File: src/rtl/fetch_stage.sv
// fetch_stage: instruction-fetch stage sitting between the PC and decode.
// Issues instruction reads at the current PC, writes returned words into the
// IF/ID register, parks one word in a skid buffer while decode stalls,
// squashes everything on flush and freezes permanently after a halt.
module fetch_stage #(
  parameter int CNT_W = 32
) (
  input  logic             CLK,
  input  logic             nRST,
  input  logic [31:0]      imem_addr,
  input  logic [31:0]      rtn_addr,
  output logic             pc_advance,
  output logic             iREN,
  output logic [31:0]      iaddr,
  input  logic             ihit,
  input  logic [31:0]      iload,
  input  logic             stall,
  input  logic             flush,
  input  logic             halt,
  output logic             ifid_valid,
  output logic [31:0]      ifid_instr,
  output logic [31:0]      ifid_pc,
  output logic [31:0]      ifid_npc,
  output logic [CNT_W-1:0] fetch_count
);

  typedef enum logic [1:0] {
    FETCH  = 2'd0,
    HOLD   = 2'd1,
    HALTED = 2'd2
  } state_t;

  localparam logic [CNT_W-1:0] CNT_ONE = {{(CNT_W-1){1'b0}}, 1'b1};

  state_t           state_reg;
  logic             ifid_valid_reg;
  logic [31:0]      ifid_instr_reg;
  logic [31:0]      ifid_pc_reg;
  logic [31:0]      ifid_npc_reg;
  logic [CNT_W-1:0] fetch_count_reg;
  logic [31:0]      skid_instr_reg;
  logic [31:0]      skid_pc_reg;
  logic [31:0]      skid_npc_reg;

  // A read is only outstanding in FETCH; the PC moves exactly when the
  // returned word is taken (into IF/ID or the skid). A flush drops the word
  // and leaves PC control free to redirect.
  assign iREN       = (state_reg == FETCH);
  assign iaddr      = imem_addr;
  assign pc_advance = (state_reg == FETCH) && ihit && !flush;

  assign ifid_valid  = ifid_valid_reg;
  assign ifid_instr  = ifid_instr_reg;
  assign ifid_pc     = ifid_pc_reg;
  assign ifid_npc    = ifid_npc_reg;
  assign fetch_count = fetch_count_reg;

  // State machine, IF/ID register, skid buffer and delivered-instruction counter.
  always_ff @(posedge CLK or negedge nRST) begin
    if (!nRST) begin
      state_reg       <= FETCH;
      ifid_valid_reg  <= 1'b0;
      ifid_instr_reg  <= '0;
      ifid_pc_reg     <= '0;
      ifid_npc_reg    <= '0;
      fetch_count_reg <= '0;
      skid_instr_reg  <= '0;
      skid_pc_reg     <= '0;
      skid_npc_reg    <= '0;
    end else if (state_reg == HALTED) begin
      // Halted is terminal: nothing but reset leaves it, flush included.
      state_reg <= HALTED;
    end else if (flush) begin
      // Wrong-path squash; the IF/ID payload fields are left stale on purpose.
      ifid_valid_reg <= 1'b0;
      skid_instr_reg <= '0;
      skid_pc_reg    <= '0;
      skid_npc_reg   <= '0;
      state_reg      <= FETCH;
    end else begin
      case (state_reg)
        FETCH: begin
          if (ihit) begin
            if (!ifid_valid_reg || !stall) begin
              // An empty IF/ID is always writable, even under stall.
              ifid_valid_reg  <= 1'b1;
              ifid_instr_reg  <= iload;
              ifid_pc_reg     <= imem_addr;
              ifid_npc_reg    <= rtn_addr;
              fetch_count_reg <= fetch_count_reg + CNT_ONE;
            end else begin
              skid_instr_reg <= iload;
              skid_pc_reg    <= imem_addr;
              skid_npc_reg   <= rtn_addr;
              state_reg      <= HOLD;
            end
          end else if (!stall) begin
            // Decode consumed the entry and nothing arrived: insert a bubble.
            ifid_valid_reg <= 1'b0;
          end
        end
        HOLD: begin
          if (!stall) begin
            ifid_valid_reg  <= 1'b1;
            ifid_instr_reg  <= skid_instr_reg;
            ifid_pc_reg     <= skid_pc_reg;
            ifid_npc_reg    <= skid_npc_reg;
            fetch_count_reg <= fetch_count_reg + CNT_ONE;
            state_reg       <= FETCH;
          end
        end
        default: begin
          state_reg <= FETCH;
        end
      endcase
      // The halt takes effect after this cycle's normal work is done.
      if (halt) begin
        state_reg <= HALTED;
      end
    end
  end

endmodule

File: config.mk
export PLATFORM = sky130hd
export DESIGN_NAME = fetch_stage
export DESIGN_NICKNAME = d
export VERILOG_FILES = /design/src/rtl/fetch_stage.sv
export SDC_FILE = /design/constraint.sdc
export NUM_CORES = 1
export LEC_CHECK = 0
export BUFFER_PORTS_ARGS = -buffer_cell sky130_fd_sc_hd__clkbuf_2
export CORE_ASPECT_RATIO = 0.7
export CORE_MARGIN = 3
export CORE_UTILIZATION = 45
export DETAILED_ROUTE_END_ITERATION = 6
export PLACE_DENSITY = 0.71
export REMOVE_ABC_BUFFERS = 1
export SYNTH_ARGS = -nofsm -noshare
export SYNTH_HDL_FRONTEND = slang
export SYNTH_SLANG_ARGS = --single-unit
File: constraint.sdc
create_clock -name CLK -period 4.5 [get_ports CLK]
set_clock_uncertainty 0.05 [all_clocks]
set_input_delay 0.9 -clock CLK [delete_from_list [all_inputs] [get_ports CLK]]
set_output_delay 0.9 -clock CLK [all_outputs]
set_load 0.02 [all_outputs]
## After elaboration in Yosys (flattened, before gate mapping)

Index checks and enable logic that the tools add are counted.

| word-level totals | value |
|---|---|
| output and inout port bits | 163 |
| input bits | 102 |
| register bits | 227 |

| cells by class | value |
|---|---|
| reduce and logical (&&, ||, !) cells | 15 |
| equal/unequal tests | 12 |
| bitwise logic cells | 2 |
| add/sub/neg operators | 1 |
| mux-type cells | 41 |

Operator list:

| cell | number |
|---|---|
| $mux 32 | 24 |
| $pmux 32 s2 | 4 |
| $add 32x1->32 const B | 1 |
| $mux 2 | 6 |
| $ne 5x5->1 const B | 2 |
| $reduce_and 6->1 | 1 |
| $reduce_bool 2->1 | 3 |
| $mux 1 | 5 |
| $ne 5x1->1 const B | 1 |
| $reduce_and 5->1 | 1 |
| $ne 2x1->1 const B | 2 |
| $ne 2x2->1 const B | 2 |
| $ne 4x2->1 const B | 1 |
| $ne 4x3->1 const B | 1 |
| $pmux 2 s2 | 1 |
| $reduce_and 4->1 | 1 |
| $logic_not 1->1 | 3 |
| $ne 3x3->1 const B | 1 |
| $reduce_and 3->1 | 1 |
| $reduce_bool 3->1 | 1 |
| $eq 2x1->1 const B | 1 |
| $eq 2x2->1 const B | 1 |
| $logic_and 1x1->1 | 2 |
| $logic_not 2->1 | 1 |
| other kinds (3) | 4 |

## Logic depth before layout (Yosys ltp)

Gate-level depths: netlist (run 1).

| logic depth | value |
|---|---|
| depth in word-level cells | 8 |
| depth in mapped cells | 9 |
| gate-level depth less buffers | 5 |

## Worst setup path before layout (run 1)

No wires, ideal clock.

| path | value |
|---|---|
| path type | input to output |
| start | in ihit |
| end | out pc_advance |
| setup slack | 2.112 ns |
| arrival | 1.438 ns |
| buffers on the path | 0 |
| stages | 2 |
| cell sequence | nand2_1 nor3_1 |

| between the ends | value |
|---|---|
| cells in the longest elaborated chain, start to end | 2 |

Ends and longest elaborated chain:

| what | line | text |
|---|---|---|
| start: declaration | 15 | `input logic ihit,` |
| $logic_and 1x1->1 (2 in a row) | 50 | `assign pc_advance = (state_reg == FETCH) && ihit && !flush;` |
| end: declaration | 12 | `output logic pc_advance,` |

Every way passes these cells.

## Worst setup path after layout (run 1)

| path | value |
|---|---|
| start | reg state_reg[0] |
| end | out pc_advance |

| between the ends | value |
|---|---|
| cells in the longest elaborated chain, start to end | 3 |

Ends and longest elaborated chain:

| what | line | text |
|---|---|---|
| start: declaration | 35 | `state_t state_reg;` |
| start signal: assignment | 61 | `state_reg <= FETCH;` |
| start signal: assignment | 72 | `state_reg <= HALTED;` |
| start signal: assignment | 79 | `state_reg <= FETCH;` |
| $logic_not 2->1 | 50 |  |
| $logic_and 1x1->1 (2 in a row) | 50 |  |

Every way passes these cells.

==> results of run 1 <==
## metrics by stage
stage / instance area (µm²) / setup slack, ns / hold WS (ns) / setup TNS, ns / util, %
2_1_floorplan: 9090 / -2.65 / 0.423 / -464.54 / -
3_3_place_gp: 10900 / 1.85 / 0.410 / 0 / 53.6
3_5_place_dp: 10900 / 1.81 / 0.420 / 0 / 53.6
4_1_cts: 11600 / 1.78 / 0.399 / 0 / 57.2
5_1_grt: 11600 / 1.70 / 0.411 / 0 / 57.2
6_report: 11600 / 1.82 / 0.365 / 0 / 57.2
## power breakdown
part	internal, mW	switching, mW	leakage (nW)
logic	0.0948	0.188	2.27
registers	2.08	0.0234	3.11
clock network	1.08	0.754	0.362
total	3.25	0.965	5.75
## routing by layer
layer	vias to the layer above	track usage, %	share of wire, %
met5	-	0	0
met4	0	3.70	1.7
met3	33	6.01	8.0
met2	218	29.4	42
met1	3461	29.5	48
li1	3263	-	-
## kinds of logic (layout without fill, tap and decap cells)
logic type               after synthesis  in the layout  share of synthesized area, %
buffers and inverters                 89            316                          5.28
AO/OA/AOI/OAI                        201            201                          14.5
multiplexers                          96             96                          10.0
XOR/XNOR                              31             31                          2.83
AND/OR/NAND/NOR                      165            165                          7.98
adder cells (fa/ha/maj)                1              1                         0.131
flip-flops                           227            227                          59.3
## critical path: stages (launching register included)
cell and delay (ns):
dfrtp_1 0.48, inv_1 0.19, nand2_1 0.14, nor3_1 0.22, clkbuf_2 0.22
## worst min path at each step
stage,from,endpoint,cells after the start
after global routing,nRST,ifid_npc[27]$_DFFE_PN0P_,1
after CTS,nRST,state_reg[1]$_DFFE_PN0P_,1
after global placement,ifid_pc[22]$_DFFE_PN0P_,ifid_pc[22]$_DFFE_PN0P_,2
after floorplan,skid_instr_reg[0]$_DFFE_PN0P_,skid_instr_reg[0]$_DFFE_PN0P_,1
final,nRST,state_reg[1]$_DFFE_PN0P_,1
after detailed placement,ifid_instr[3]$_DFFE_PN0P_,ifid_instr[3]$_DFFE_PN0P_,2
## layout make-up
type / instances / area [µm²]
Inverter: 4 / 15.0
Clock buffer: 37 / 718
Clock inverter: 2 / 10.0
Sequential cell: 227 / 5680
Fill cell: 1751 / 8700
Tap cell: 270 / 338
Timing Repair Buffer: 273 / 1450
Multi-Input combinational cell: 494 / 3430
## placed cells by master, fill, tap and decap left out, types with 2 or more instances in the layout
cell type / count
nand4_1: 8
inv_1: 4
nand2_1: 113
o21ai_0: 99
dfrtp_1: 227
nor2_4: 2
clkbuf_2: 263
nor2_1: 7
xor2_1: 4
xnor2_1: 27
clkinv_2: 2
clkbuf_1: 5
a22o_1: 97
buf_4: 5
nor4_4: 2
buf_12: 4
clkbuf_16: 23
mux2i_1: 96
nand3_1: 17
and3_1: 5
clkbuf_8: 9
nor3_1: 5
==> run metrics, run 1 <==
first-pass GRT wire length=between 30 and 40 mm; Initial Util=47.1%; Final GP Congestion=0.878; die height=128 µm; synth warn=0; top_reg_cell synth=dfrtp_1; r2r endpoint=skid_instr_reg[0]$_DFFE_PN0P_; CP startpoint=state_reg[0]$_DFFE_PN0P_; vias in the first global route=7032; total number of vias=6975; Clock Tree Root=clkbuf_16; share of cells above drive strength 1=30.6%; vias per inst=5.34; Slew headroom=23.7%; final cell count without fillers=approximately 1300; Peak VDD IR=0.000268 V; Reg clk slew, reported paths=0.06 ns; max-slew violations=0; NumNets Final=1125; Yosys cell types=30; initial DRC count=347; Max Fclk=0.373 GHz; Post-synth EDFFs=0; Hold WC Path Type=input port to asynchronous set/reset pin; top post-synthesis cells by count=dfrtp_1, nand2_1, o21ai_0; Site Rows=43; proportion of netlist area held by the largest area contributor=59.3%; routed len/inst=18.0 µm; FF-to-FF setup slack=2.14 ns; CP required=3.55 ns; ANT cells=0; Synth Cell Area=9580 µm²; CTS max path bufs=3; Yosys top cell by area=dfrtp_1; Final Cycle Share=59.6%; worst path arrival time=around 1.7 ns; Syn Area/Cell=11.8 µm²; CP Capture Point=pc_advance; post-CTS sizing=0; Final Hold Viols=0; largest net degree at the start of global routing=197; H-tree depth=1; RSZ-0062 raised after global routing=no; total CTS buffers=22; initial antenna violation count=0; GRT overflow=0; Seq/Total Area, Yosys=59.3%; P&R area growth vs syn=21.5%; total power=4.22 mW; CTS sink cnt=about 230; gr usage total=19.9%; Crit Path Class=flip-flop to output pin; Async S/R FF share, synth=100%; area of the die=about 23000 µm²; core area=a little over 20000 µm²; Finish-stage setup viols=0; cts hold-fix bufs=0; leakage power=approximately 5.7 nW; Gate Count Post-Synth=810; status=finished clean; CP Capture Type=output pin; drt drc=0; Pwr Density=362 nW/µm²; min Tclk post-route=~2.7 ns; HPWL Detailed=around 15 mm; worst-path fanout max=6; DRT Wirelength=23.5 mm; register bit total from synthesis=between 200 and 250; # Post-CTS Setup Buffers=0; CTS tree=done; Inst Count DP=~1300; io pins=265; Pre-antenna DRT Iters=4; MaxCap Viol Count=0; top cells by area, synth=dfrtp_1, mux2i_1, a22o_1; Register-to-Register Path Depth=6; Routed Antenna Nets=0; die width=180 µm; Clock Latency Late Sink=0.49 ns; worst-margin pin slew=around 1.1 ns; reg2reg start=state_reg[0]$_DFFE_PN0P_; Startpoint Class=flip-flop; most common cell in the netlist=dfrtp_1; count of input and output buffers=264
No activity file was read; power rests on OpenSTA's default activity.
==> run 2, diff against run 1 <==
ABC_AREA = 1   (was default)
PLACE_DENSITY = 0.73   (was 0.71)
clock period = 2.2 ns   (was 4.5 ns; I/O delays follow)
==> run 2 against run 1 <==
Effect of this change:
- synthesized area rose by 10%
- critical path depth fell by 2
- global-route usage rose by 1.5 points
- combinational power rose by 110%
- via count rose by 31%
- sequential share of layout area fell by 4.0 points
- first-iteration DRC count rose by 76%
- power rose by 110%
- die area rose by 9.7%
- routed wire length rose by 18%
- critical endpoint unchanged
- largest cell class unchanged
==> run metrics, run 2 <==
min Tclk post-route=2.08 ns; initial antenna violation count=1; count of input and output buffers=around 260; Core Util, Final=approximately 56%; CP required=about 1.7 ns; gr usage total=21.4%; worst-path fanout max=16; worst path arrival time=1.59 ns; Final GP Congestion=0.852; leakage power=6.73 nW; Net Sw Frac=23.1%; Routed Antenna Nets=0; top_reg_cell synth=dfrtp_1; Post-synth EDFFs=0; ANT cells=0; Reg power frac=49.2%; register bit total from synthesis=227; vias in the first global route=~8600; Async S/R FF share, synth=100%; met2 wire len=12.1 mm; Pre-antenna DRT Iters=5; Hold WC Path Type=input port to flip-flop; Final Hold Viols=0; CP Capture Type=output pin; top cells by area, synth=dfrtp_1, o21ai_0, nand2_1; CTS max path bufs=3; die width=around 190 µm; Gate Count Post-Synth=roughly 1200; first-pass GRT wire length=44.7 mm; NumNets Final=1545; commonest non-fill, non-tap cell in the layout=clkbuf_2; Syn Area/Cell=8.54 µm²; Initial Util=46.2%; total CTS buffers=23; # Post-CTS Setup Buffers=0; RSZ-0062 raised after global routing=no; metal1 wirelength=12.9 mm; Crit Path Class=flip-flop to output pin; P&R area growth vs syn=20.2%; Synth Cell Area=~11000 µm²; combinational group share of total power=6.9%; Startpoint Class=flip-flop; Finish-stage setup viols=0; total power=8.68 mW; CP startpoint=state_reg[0]$_DFFE_PN0P_; die height=~130 µm; worst hold path startpoint=iload[3]; clock group share of total power=43.9%; vias per inst=5.18; cell internal pwr=~6.7 mW; Clock Tree Root=clkbuf_16; Reg clk slew, reported paths=0.06 ns; MaxCap Viol Count=0; status=finished clean; Max Fclk=about 0.48 GHz; core area=about 23000 µm²; area of the die=25400 µm²; proportion of netlist area held by the largest area contributor=between 50% and 60%; most common cell in the netlist=dfrtp_1; Slew headroom=between 60 and 70%; largest net degree at the start of global routing=77; Peak VDD IR=0.000454 V; drt drc=0; top post-synthesis cells by count=dfrtp_1, nand2_1, o21ai_0; Final Cycle Share=94.6%; Yosys cell types=30; H-tree depth=1; initial DRC count=610; max-slew violations=0; most frequent cells in the layout=clkbuf_2, dfrtp_1, nand2_1; uppermost routed layer=met5; Psw=roughly 2 mW; synth warn=0; Seq/Total Area, Yosys=53.8%; total number of vias=9159; HPWL Detailed=between 15 and 20 mm; routed len/inst=15.6 µm; GRT overflow=0; Clock Latency Late Sink=0.49 ns; reg2reg start=state_reg[0]$_DFFE_PN0P_; Site Rows=46; CTS sink cnt=227; Pwr Density=a little under 700 nW/µm²; CTS tree=done; worst-margin pin slew=0.600 ns; io pins=265; Yosys top cell by area=dfrtp_1; met3 WL post-DR=about 2.2 mm; share of cells above drive strength 1=about a quarter; DRT Wirelength=about 28 mm
## run 2: cell types whose count changed after synthesis, moves of 73 or more
cell,delta
nand3_1,+147
inv_1,+125
nand2_1,+110
a22o_1,-97
mux2i_1,-96
nor2_1,+73
## run 2: cell families (layout without fill, tap and decap cells)
logic type	Yosys count	in the layout	share of synthesized area [%]
and+or+nand+nor	504	504	21.3
buffers and inverters	244	464	11.2
AOI/OAI and AO/OA	242	242	12.1
xor gates and xnor gates	18	18	1.49
adders and majority gates	1	1	0.119
DFF	227	227	53.8
## run 2: power groups by stage
stage          Clock (mW)  Sequential (mW)  Combinational, mW
2_1_floorplan           0             4.41              0.144
3_3_place_gp            0             4.35              0.600
3_5_place_dp            0             4.35              0.606
4_1_cts              3.92             4.27              0.611
5_1_grt              4.08             4.27              0.671
6_report             3.81             4.27              0.600
## run 2: metal layers
layer	GRT usage [%]	up-vias
met5	0	-
met4	3.84	2
met3	4.47	35
met2	32.8	339
met1	31.9	4348
li1	-	4435
## run 2: repair_timing
action                                 4_1_cts  5_1_grt
endpoints found under the hold margin       57        0
hold buffers                                 1        0
resized for setup                            0        0
## run 2: area by class of cell
type,instances,area (µm²)
tap,312,390
clock buffer,34,677
timing repair buffer,292,1670
multi-input combinational,765,3710
sequential,227,5680
fill,2129,10200
clock inverter,5,50.0
inverter,133,502
## run 2: metrics by stage
stage / setup slack (ns) / cells / hold slack (ns) / setup TNS (ns) / area [µm²]
2_1_floorplan: -1.27 / 1125 / 0.0944 / -222.30 / 9870
3_3_place_gp: 0.423 / 1728 / 0.393 / 0 / 11900
3_5_place_dp: 0.330 / 1728 / 0.391 / 0 / 11900
4_1_cts: 0.0969 / 1768 / 0.0986 / 0 / 12700
5_1_grt: 0.0391 / 1768 / 0.102 / 0 / 12700
6_report: 0.118 / 1768 / 0.122 / 0 / 12700
## run 2: worst max-delay path: stages, from the launching register on
cell and delay, ns:
dfrtp_2 0.55, nor4_1 0.32, clkbuf_2 0.23
## run 2: final timing paths
check | end | cells after the start | slack (ns)
setup / recovery | pc_advance | 2 | 0.12
min in group asynchronous | fetch_count[4]$_DFFE_PN0P_ | 2 | 0.45
setup reg to reg | ifid_npc[22]$_DFFE_PN0P_ | 5 | 0.37
hold reg to reg | ifid_instr[29]$_DFFE_PN0P_ | 2 | 0.43
hold / removal | skid_instr_reg[3]$_DFFE_PN0P_ | 3 | 0.12
max in group asynchronous | skid_pc_reg[12]$_DFFE_PN0P_ | 3 | 0.94
